<file path="src/rtl/mem_responder_if.sv">
// Memory request/response bundle between the multicycle core and its responder.
// io_out is present only when MEM_MMIO_EN is defined.
interface mem_responder_if #(
    parameter int WIDTH  = 8,
    parameter int AWIDTH = 8
);
    logic              memread;
    logic              memwrite;
    logic [AWIDTH-1:0] adr;
    logic [WIDTH-1:0]  writedata;
    logic [WIDTH-1:0]  memdata;
    logic              mem_ready;
    logic              busy;
    logic              err;
`ifdef MEM_MMIO_EN
    logic [WIDTH-1:0]  io_out;

    modport master (
        output memread, memwrite, adr, writedata,
        input  memdata, mem_ready, busy, err, io_out
    );
    modport slave (
        input  memread, memwrite, adr, writedata,
        output memdata, mem_ready, busy, err, io_out
    );
`else
    modport master (
        output memread, memwrite, adr, writedata,
        input  memdata, mem_ready, busy, err
    );
    modport slave (
        input  memread, memwrite, adr, writedata,
        output memdata, mem_ready, busy, err
    );
`endif
endinterface

</file>
<file path="src/rtl/mem_responder.sv">
// Byte-wide memory responder with wait states and a one-cycle mem_ready pulse.
// Define MEM_MMIO_EN to map the top address onto the io_out register.
module mem_responder #(
    parameter int WIDTH       = 8,
    parameter int AWIDTH      = 8,
    parameter int WAIT_CYCLES = 1
) (
    input  logic            clk,
    input  logic            rst,
    mem_responder_if.slave  bus
);
    localparam logic [3:0] CNT_INIT =
        (WAIT_CYCLES == 0) ? 4'd0 : 4'(WAIT_CYCLES - 1);

    typedef enum logic [1:0] {IDLE, WAIT, ACCESS} state_t;

    state_t            state, nxt;
    logic [3:0]        cnt, cnt_nxt;
    logic              ld_cap;
    logic [AWIDTH-1:0] cap_adr;
    logic [WIDTH-1:0]  cap_data;
    logic              cap_rd, cap_wr, cap_bad;
    logic [WIDTH-1:0]  memdata_q;
    logic [WIDTH-1:0]  mem [2**AWIDTH];

    logic              req;
    logic [AWIDTH-1:0] acc_adr;
    logic              acc_rd;
    logic              load_rd;
    logic              wr_hit;
    logic [WIDTH-1:0]  rd_val;

    assign req = bus.memread | bus.memwrite;

    always_ff @(posedge clk or negedge rst) begin
        if (!rst) begin
            state <= IDLE;
            cnt   <= '0;
        end else begin
            state <= nxt;
            cnt   <= cnt_nxt;
        end
    end

    always_comb begin
        nxt     = state;
        cnt_nxt = cnt;
        ld_cap  = 1'b0;
        unique case (state)
            IDLE: begin
                if (req) begin
                    ld_cap = 1'b1;
                    if (WAIT_CYCLES == 0) begin
                        nxt = ACCESS;
                    end else begin
                        nxt     = WAIT;
                        cnt_nxt = CNT_INIT;
                    end
                end
            end
            WAIT: begin
                if (cnt == 4'd0) nxt = ACCESS;
                else             cnt_nxt = cnt - 4'd1;
            end
            ACCESS:  nxt = IDLE;
            default: nxt = IDLE;
        endcase
    end

    // Read data is fetched on the edge into ACCESS so it is valid with mem_ready.
    assign acc_adr = (state == IDLE) ? bus.adr : cap_adr;
    assign acc_rd  = (state == IDLE) ? (bus.memread & ~bus.memwrite) : cap_rd;
    assign load_rd = (nxt == ACCESS) & acc_rd;

`ifdef MEM_MMIO_EN
    logic [WIDTH-1:0] io_q;
    logic             rd_hit;

    assign rd_hit     = (acc_adr == {AWIDTH{1'b1}});
    assign wr_hit     = (cap_adr == {AWIDTH{1'b1}});
    assign rd_val     = rd_hit ? io_q : mem[acc_adr];
    assign bus.io_out = io_q;

    always_ff @(posedge clk or negedge rst) begin
        if (!rst) begin
            io_q <= '0;
        end else if (state == ACCESS && cap_wr && wr_hit) begin
            io_q <= cap_data;
        end
    end
`else
    assign wr_hit = 1'b0;
    assign rd_val = mem[acc_adr];
`endif

    always_ff @(posedge clk or negedge rst) begin
        if (!rst) begin
            cap_adr   <= '0;
            cap_data  <= '0;
            cap_rd    <= 1'b0;
            cap_wr    <= 1'b0;
            cap_bad   <= 1'b0;
            memdata_q <= '0;
        end else begin
            if (ld_cap) begin
                cap_adr  <= bus.adr;
                cap_data <= bus.writedata;
                cap_rd   <= bus.memread & ~bus.memwrite;
                cap_wr   <= bus.memwrite & ~bus.memread;
                cap_bad  <= bus.memread & bus.memwrite;
            end
            if (load_rd) memdata_q <= rd_val;
        end
    end

    // Array is not reset; an aborted access never reaches ACCESS.
    always_ff @(posedge clk) begin
        if (state == ACCESS && cap_wr && !wr_hit) begin
            mem[cap_adr] <= cap_data;
        end
    end

    assign bus.memdata   = memdata_q;
    assign bus.mem_ready = (state == ACCESS);
    assign bus.busy      = (state != IDLE);
    assign bus.err       = (state == ACCESS) & cap_bad;

endmodule

</file>
<file path="src/flat_wrapper.sv">
// flat-port wrapper written by rule: the top's interface ports become plain ports
module mem_responder_flat 
#(
    parameter int WIDTH       = 8,
    parameter int AWIDTH      = 8,
    parameter int WAIT_CYCLES = 1
)
  (clk, rst, bus_memread, bus_memwrite, bus_adr, bus_writedata, bus_memdata, bus_mem_ready, bus_busy, bus_err);
  mem_responder_if #(.WIDTH(WIDTH), .AWIDTH(AWIDTH)) bus_i ();
  input  logic clk;
  input  logic rst;
  input wire logic [$bits(bus_i.memread)-1:0] bus_memread;
  input wire logic [$bits(bus_i.memwrite)-1:0] bus_memwrite;
  input wire logic [$bits(bus_i.adr)-1:0] bus_adr;
  input wire logic [$bits(bus_i.writedata)-1:0] bus_writedata;
  output wire logic [$bits(bus_i.memdata)-1:0] bus_memdata;
  output wire logic [$bits(bus_i.mem_ready)-1:0] bus_mem_ready;
  output wire logic [$bits(bus_i.busy)-1:0] bus_busy;
  output wire logic [$bits(bus_i.err)-1:0] bus_err;
  assign bus_i.memread = bus_memread;
  assign bus_i.memwrite = bus_memwrite;
  assign bus_i.adr = bus_adr;
  assign bus_i.writedata = bus_writedata;
  assign bus_memdata = bus_i.memdata;
  assign bus_mem_ready = bus_i.mem_ready;
  assign bus_busy = bus_i.busy;
  assign bus_err = bus_i.err;
  mem_responder #(.WIDTH(WIDTH), .AWIDTH(AWIDTH), .WAIT_CYCLES(WAIT_CYCLES)) u_core (.clk(clk), .rst(rst), .bus(bus_i));
endmodule
</file>
<file path="config.mk">
export PLATFORM = sky130hd
export DESIGN_NAME = mem_responder_flat
export DESIGN_NICKNAME = d
export VERILOG_FILES = /design/src/rtl/mem_responder_if.sv /design/src/rtl/mem_responder.sv /design/src/flat_wrapper.sv
export SDC_FILE = /design/constraint.sdc
export NUM_CORES = 2
export LEC_CHECK = 0
export ABC_AREA = 0
export BUFFER_PORTS_ARGS = -buffer_cell sky130_fd_sc_hd__buf_2
export CAP_MARGIN = 20
export CORE_ASPECT_RATIO = 0.5
export CORE_MARGIN = 2
export CORE_UTILIZATION = 45
export DETAILED_ROUTE_END_ITERATION = 8
export GPL_TIMING_DRIVEN = 1
export PLACE_DENSITY_LB_ADDON = 0.25
export SETUP_SLACK_MARGIN = 0.4
export SYNTH_ARGS = -nofsm -noshare
export SYNTH_HDL_FRONTEND = slang
export SYNTH_SLANG_ARGS = --single-unit
</file>
<file path="constraint.sdc">
create_clock -name clk -period 5.3 [get_ports clk]
set_clock_uncertainty 0.15 [all_clocks]
set_input_delay 1.06 -clock clk [delete_from_list [all_inputs] [get_ports clk]]
set_output_delay 1.06 -clock clk [all_outputs]
set_load 0.05 [all_outputs]
</file>
-- Yosys cells after proc, flatten, opt, wreduce, memory -nomap -nowiden
Memory sizes are Yosys's and may differ from the RTL's. A register that Yosys moved wholly into a read port is not among the register bits.
Cells that the tools add are included.
- logic and storage cells: 41
- output and inout port bits: 11
- input bits: 20
- register bits after elaboration: 25
- RAM bits: 2048
- memories: 1
- reductions and logical operators: 7
- equal/unequal tests: 5
- bitwise logic cells: 8
- add/sub/neg operators: 1
- mux-type cells: 12
- memory list (memory ; words ; width ; read ports ; clocked after memory_dff ; write ports ; RTL line ; source):
    u_core.mem ; 256 ; 8 ; 1 ; 1 ; 1 ; mem_responder.sv:24 ; logic [WIDTH-1:0] mem [2**AWIDTH];
- operator list (operator ; number):
    4-bit 2-to-1 mux ; 2
    8-bit 2-to-1 mux ; 1
    4-bit case mux with 2 select lines ; 1
    1-bit AND ; 5
    1-bit 2-to-1 mux ; 5
    2-bit == test (second input constant) ; 2
    4-bit zero test ; 1
    2-bit 2-to-1 mux ; 2
    2-bit case mux with 2 select lines ; 1
    2-bit nonzero test ; 2
    4-bit by 1-bit subtractor with 4-bit output (second input constant) ; 1
    3-bit AND reduction ; 1
    2-bit by 1-bit == test with 1-bit output (second input constant) ; 1
    2-bit zero test ; 1
    2-bit by 1-bit inequality test with 1-bit output (second input constant) ; 1
    2-bit inequality test (second input constant) ; 1
    1-bit inverter ; 2
    1-bit logical AND ; 1
    1-bit zero test ; 1
    1-bit OR ; 1

-- Depth between registers and ports, before layout
- depth in word-level cells: 5
- mapped depth: 15
- gate-level depth less buffers: 9

-- Worst setup path after synthesis
No wires, ideal clock.
- path type: register to register
- start: register u_core.cap_data[0]
- end: memory u_core.mem[0][0] (data pin)
- setup time: 804 ps
- clock period less this slack: 4137 ps
- arrival: 3183 ps
- stages on the path, launching flop included: 1
- path slack: 1163 ps
- data required time: 4346 ps
- path buffers: 0
- path through: dfrtp_1
- RTL lines (element ; RTL line ; source):
    from (decl) ; mem_responder.sv:21 ; logic [WIDTH-1:0] cap_data;
    from (signal assigned) ; mem_responder.sv:107 ; cap_data <= bus.writedata;
    to (decl) ; mem_responder.sv:24 ;
No word-level cell before the write port.

-- Worst setup path in the final report
- start: register u_core.state[1]
- end: register u_core.memdata_q[5], in the netlist u_core.bus.memdata[5] (read register of u_core.mem)
- longest elaborated chain between the ends: 4
- elaborated cells on any way between the ends: 9
- classes of those cells: 2 x eq/ne; 5 x mux; 1 x bitwise; 1 x reduce/logical
- ends and longest elaborated chain (element ; RTL line ; source):
    from (decl) ; mem_responder.sv:17 ; state_t state, nxt;
    from (signal assigned) ; mem_responder.sv:40 ; state <= nxt;
    2-bit by 1-bit == test with 1-bit output, or another cell as far along ; mem_responder.sv:49 ; unique case (state)
    2-bit case mux with 2 select lines ; mem_responder.sv:49 ;
    2-bit == test ; mem_responder.sv:73 ; assign load_rd = (nxt == ACCESS) & acc_rd;
    1-bit AND ; mem_responder.sv:73 ;
    to (decl) ; mem_responder.sv:23 ; logic [WIDTH-1:0] memdata_q;
Parallel ways exist; a longest one is shown, timed or not.
A chain may end at the register's enable or synchronous reset.

==> flow_summary_export.csv <==
group,metric,value,unit
status,status,"complete, no violations",
clock_tree,clk_pin_slew_worst_paths,0.07,ns
clock_tree,tritoncts,"yes",
routing,drt-total-wl,269000,µm
global_routing,grt_use_total,28.4,%
global_routing,grt_max_degree,185,
final_layout,final_cell_mix,"2048 x edfxtp_1, 1068 x nand2_1, 391 x buf_4, 355 x nand3_1, 303 x nor2_1",
clock_tree,cts_htree_levels,4,
synth,synthTopCellsByArea,"edfxtp_1 74%, nand2_1 4.9%, mux4_2 3.1%",
sta,final_hold_viol_count,0,
sta,period_share,91.3,%
sta,worstMarginPinSlew,1.27,ns
placement,hpwlAfterDp,169000,µm
floorplan,die-height,307,µm
routing,vias,52900,
routing,drc,0,
worst_setup_path,cp-start-kind,"flop",
min_path,min_path_type,"input pin to async pin",
synth,netlist.area_leader.share,74.4,%
placement,port_buffers,30,
sta,setup_viol,0,
synth,yosys_warnings,0,
sta,finalMaxSlewViolations,0,
worst_setup_path,end_kind,"flop",
clock_tree,clk_path_buf_depth,4,
job,maxCapViolCount,0,
placement,pre_cts_ws,0.153,ns
floorplan,die_area,187000,µm²
pwr,ir_drop,0.000473,V
placement,place.gp.congestion,0.913,
pwr,p_leak,30.9,nW
final_layout,nets,5774,
floorplan,ios,31,
global_routing,grt_overflow,0,
floorplan,initial_core_util,45.2,%
floorplan,die_w,610,µm
synth,synth_nets,5478,
synth,synthesis.area,82600,µm²
clock_tree,cts_made_buffers,189,
routing,post_drt_via_cell_ratio,6.35,
sta,setup_tns,0,ns
pwr,powerDensity,589,nW/µm²
clock_tree,post_cts_buffers,0,
synth,netlist_instances,5456,
synth,yosysSeqAreaShare,75.4,%
clock_tree,cts-root-buf,"clkbuf_16",
worst_setup_path,cp_data_required_time,5.84,ns
synth,yosysTopAreaCell,"edfxtp_1",
synth,ys_ff_latch,2081,
worst_setup_path,crit_arrival,5.38,ns
clock_tree,ctsHoldBuffers,0,
floorplan,rows,111,
sta,setup_ws,0.458,ns
final_layout,final_common_cell,"edfxtp_1",
clock_tree,clkLatencyLatePin,0.85,ns
sta,clock.fmax,0.207,GHz
global_routing,antenna_found_initial,18,
floorplan,core,183000,µm²
routing,first_iter_violations,9620,
routing,antenna_left,0,
global_routing,grt_pass1_wl,379000,µm
clock_tree,clock-sinks,2081,
worst_setup_path,setup.worst_path.class,"flop to flop",
sta,slew_headroom,15.6,%
synth,synthArstFlopShare,1.59,%
sta,period_needed,4.84,ns
worst_setup_path,worstPathMaxFanout,70,
synth,synth_edf_count,2048,
global_routing,grt_pass1_vias,49900,
synth,synth.avg_cell_area,15.1,µm²
sta,rsz0062_at_grt,"false",
synth,yosysUniqueCellTypes,92,
final_layout,syn_to_final_growth,13.4,%
routing,route.detailed.wl_per_inst,32.3,µm
final_layout,layout-drive-gt1-share,15.6,%
routing,drt_pass1_iterations,6,
synth,synthFlopType,"edfxtp_1",
what timing repair did:
| item | CTS | global route |
|---|---|---|
| cloned | 0 | 0 |
| endpoints found under the setup margin | 1 | 5 |
| pin swaps | 1 | 1 |
| resized for setup | 1 | 5 |
area by class of cell:
cell class	count	area, µm²
clock buffer	235	4940
multi-input combinational	3009	18500
sequential	2081	62400
timing repair buffer	468	4000
antenna	10	25.0
inverter	3	11.3
fill	15000	89100
tap	2429	3040
clock inverter	102	769
final timing paths:
| check | start | endpoint | slack, ns | depth (start not counted) |
|---|---|---|---|---|
| min | rst | u_core.cap_data[6] | 0.16 | 2 |
| max reg2reg | u_core.state[1] | u_core.bus.memdata[5] | 0.46 | 11 |
| max | u_core.state[1] | u_core.bus.memdata[5] | 0.46 | 11 |
| min in group clk | bus_writedata[7] | u_core.cap_data[7] | 0.26 | 3 |
| max in group asynchronous | rst | u_core.state[1] | 4.26 | 2 |
| min reg2reg | u_core.cap_rd | u_core.cap_rd | 0.41 | 2 |
power by group:
| group | total [W] | switching (W) | internal, W | leakage [nW] |
|---|---|---|---|---|
| Combinational | 0.0207 | 0.0149 | 0.00572 | 9.13 |
| Clock | 0.0132 | 0.00605 | 0.00712 | 2.81 |
| Sequential | 0.0214 | 0.000788 | 0.0206 | 18.9 |
critical path, cell delays in order (launching register included):
cell and delay [ns]:
dfrtp_4 0.59, o21ai_4 0.76, nand2_8 0.32, buf_12 0.32
nor2_2 0.72, buf_4 0.28, o21ai_0 0.09, o211ai_1 0.25
nand4_1 0.24, nor4_1 0.57, buf_4 0.25, nor3_1 0.05
registers in the layout, summed over array words and instances, names as in the netlist:
name,flops
u_core.mem,2048
u_core.bus.memdata,8
u_core.cap_adr,8
u_core.cap_data,8
u_core.cnt,4
u_core.state,2
u_core.cap_bad,1
u_core.cap_rd,1
u_core.cap_wr,1
metrics by stage:
stage,total power [W],area (µm²),hold WS [ns],instances,util [%]
3_3_place_gp,0.0415,87900,0.367,7983,48.1
6_report,0.0552,93700,0.158,8337,51.3
4_1_cts,0.0547,93600,0.132,8324,51.2
5_1_grt,0.0566,93700,0.159,8330,51.3
2_1_floorplan,0.0328,82600,0.288,5456,-
3_5_place_dp,0.0418,87900,0.385,7987,48.1
metal layers:
layer  up-vias  GRT usage [%]  wire, µm
li1      21700              -         -
met1     26900           41.7    108000
met2      3824           40.8    115000
met3       510           8.22     37700
met4         8           9.12      9130
met5         -              0        54
cell families (layout without fill, tap and decap cells):
logic type,count (synthesis),after routing,synth area share [%]
flops,2081,2081,75.4
compound gates,649,649,5.77
simple gates,2058,2058,11.0
xor+xnor,2,2,0.0212
fa+ha+maj,2,2,0.0303
other cells,0,10,0
mux,298,298,5.46
buf+inv,366,808,2.30
cell usage after synthesis (6+ instances only):
master     instances
a2111oi_0         15
a211oi_1         110
a21o_1             6
a21oi_1           53
a221oi_1          16
a22oi_1           23
a311o_1            8
a311oi_1          11
a31o_2            10
a31oi_1          137
a32o_1             7
a32oi_1          109
and2_1             7
and3_1           118
buf_1             11
buf_2            148
buf_4             56
buf_6             14
clkbuf_1         132
dfrtp_1           33
edfxtp_1        2048
mux2_2            23
mux2i_1          156
mux4_2           114
nand2_1         1069
nand3_1          355
nand4_1           95
nor2_1           307
nor2b_1            9
nor3_1            19
nor4_1            31
nor4b_1           11
o2111ai_1          7
o211ai_1          17
o21ai_0           63
o22ai_1            7
(Power assumes the default switching activity.)
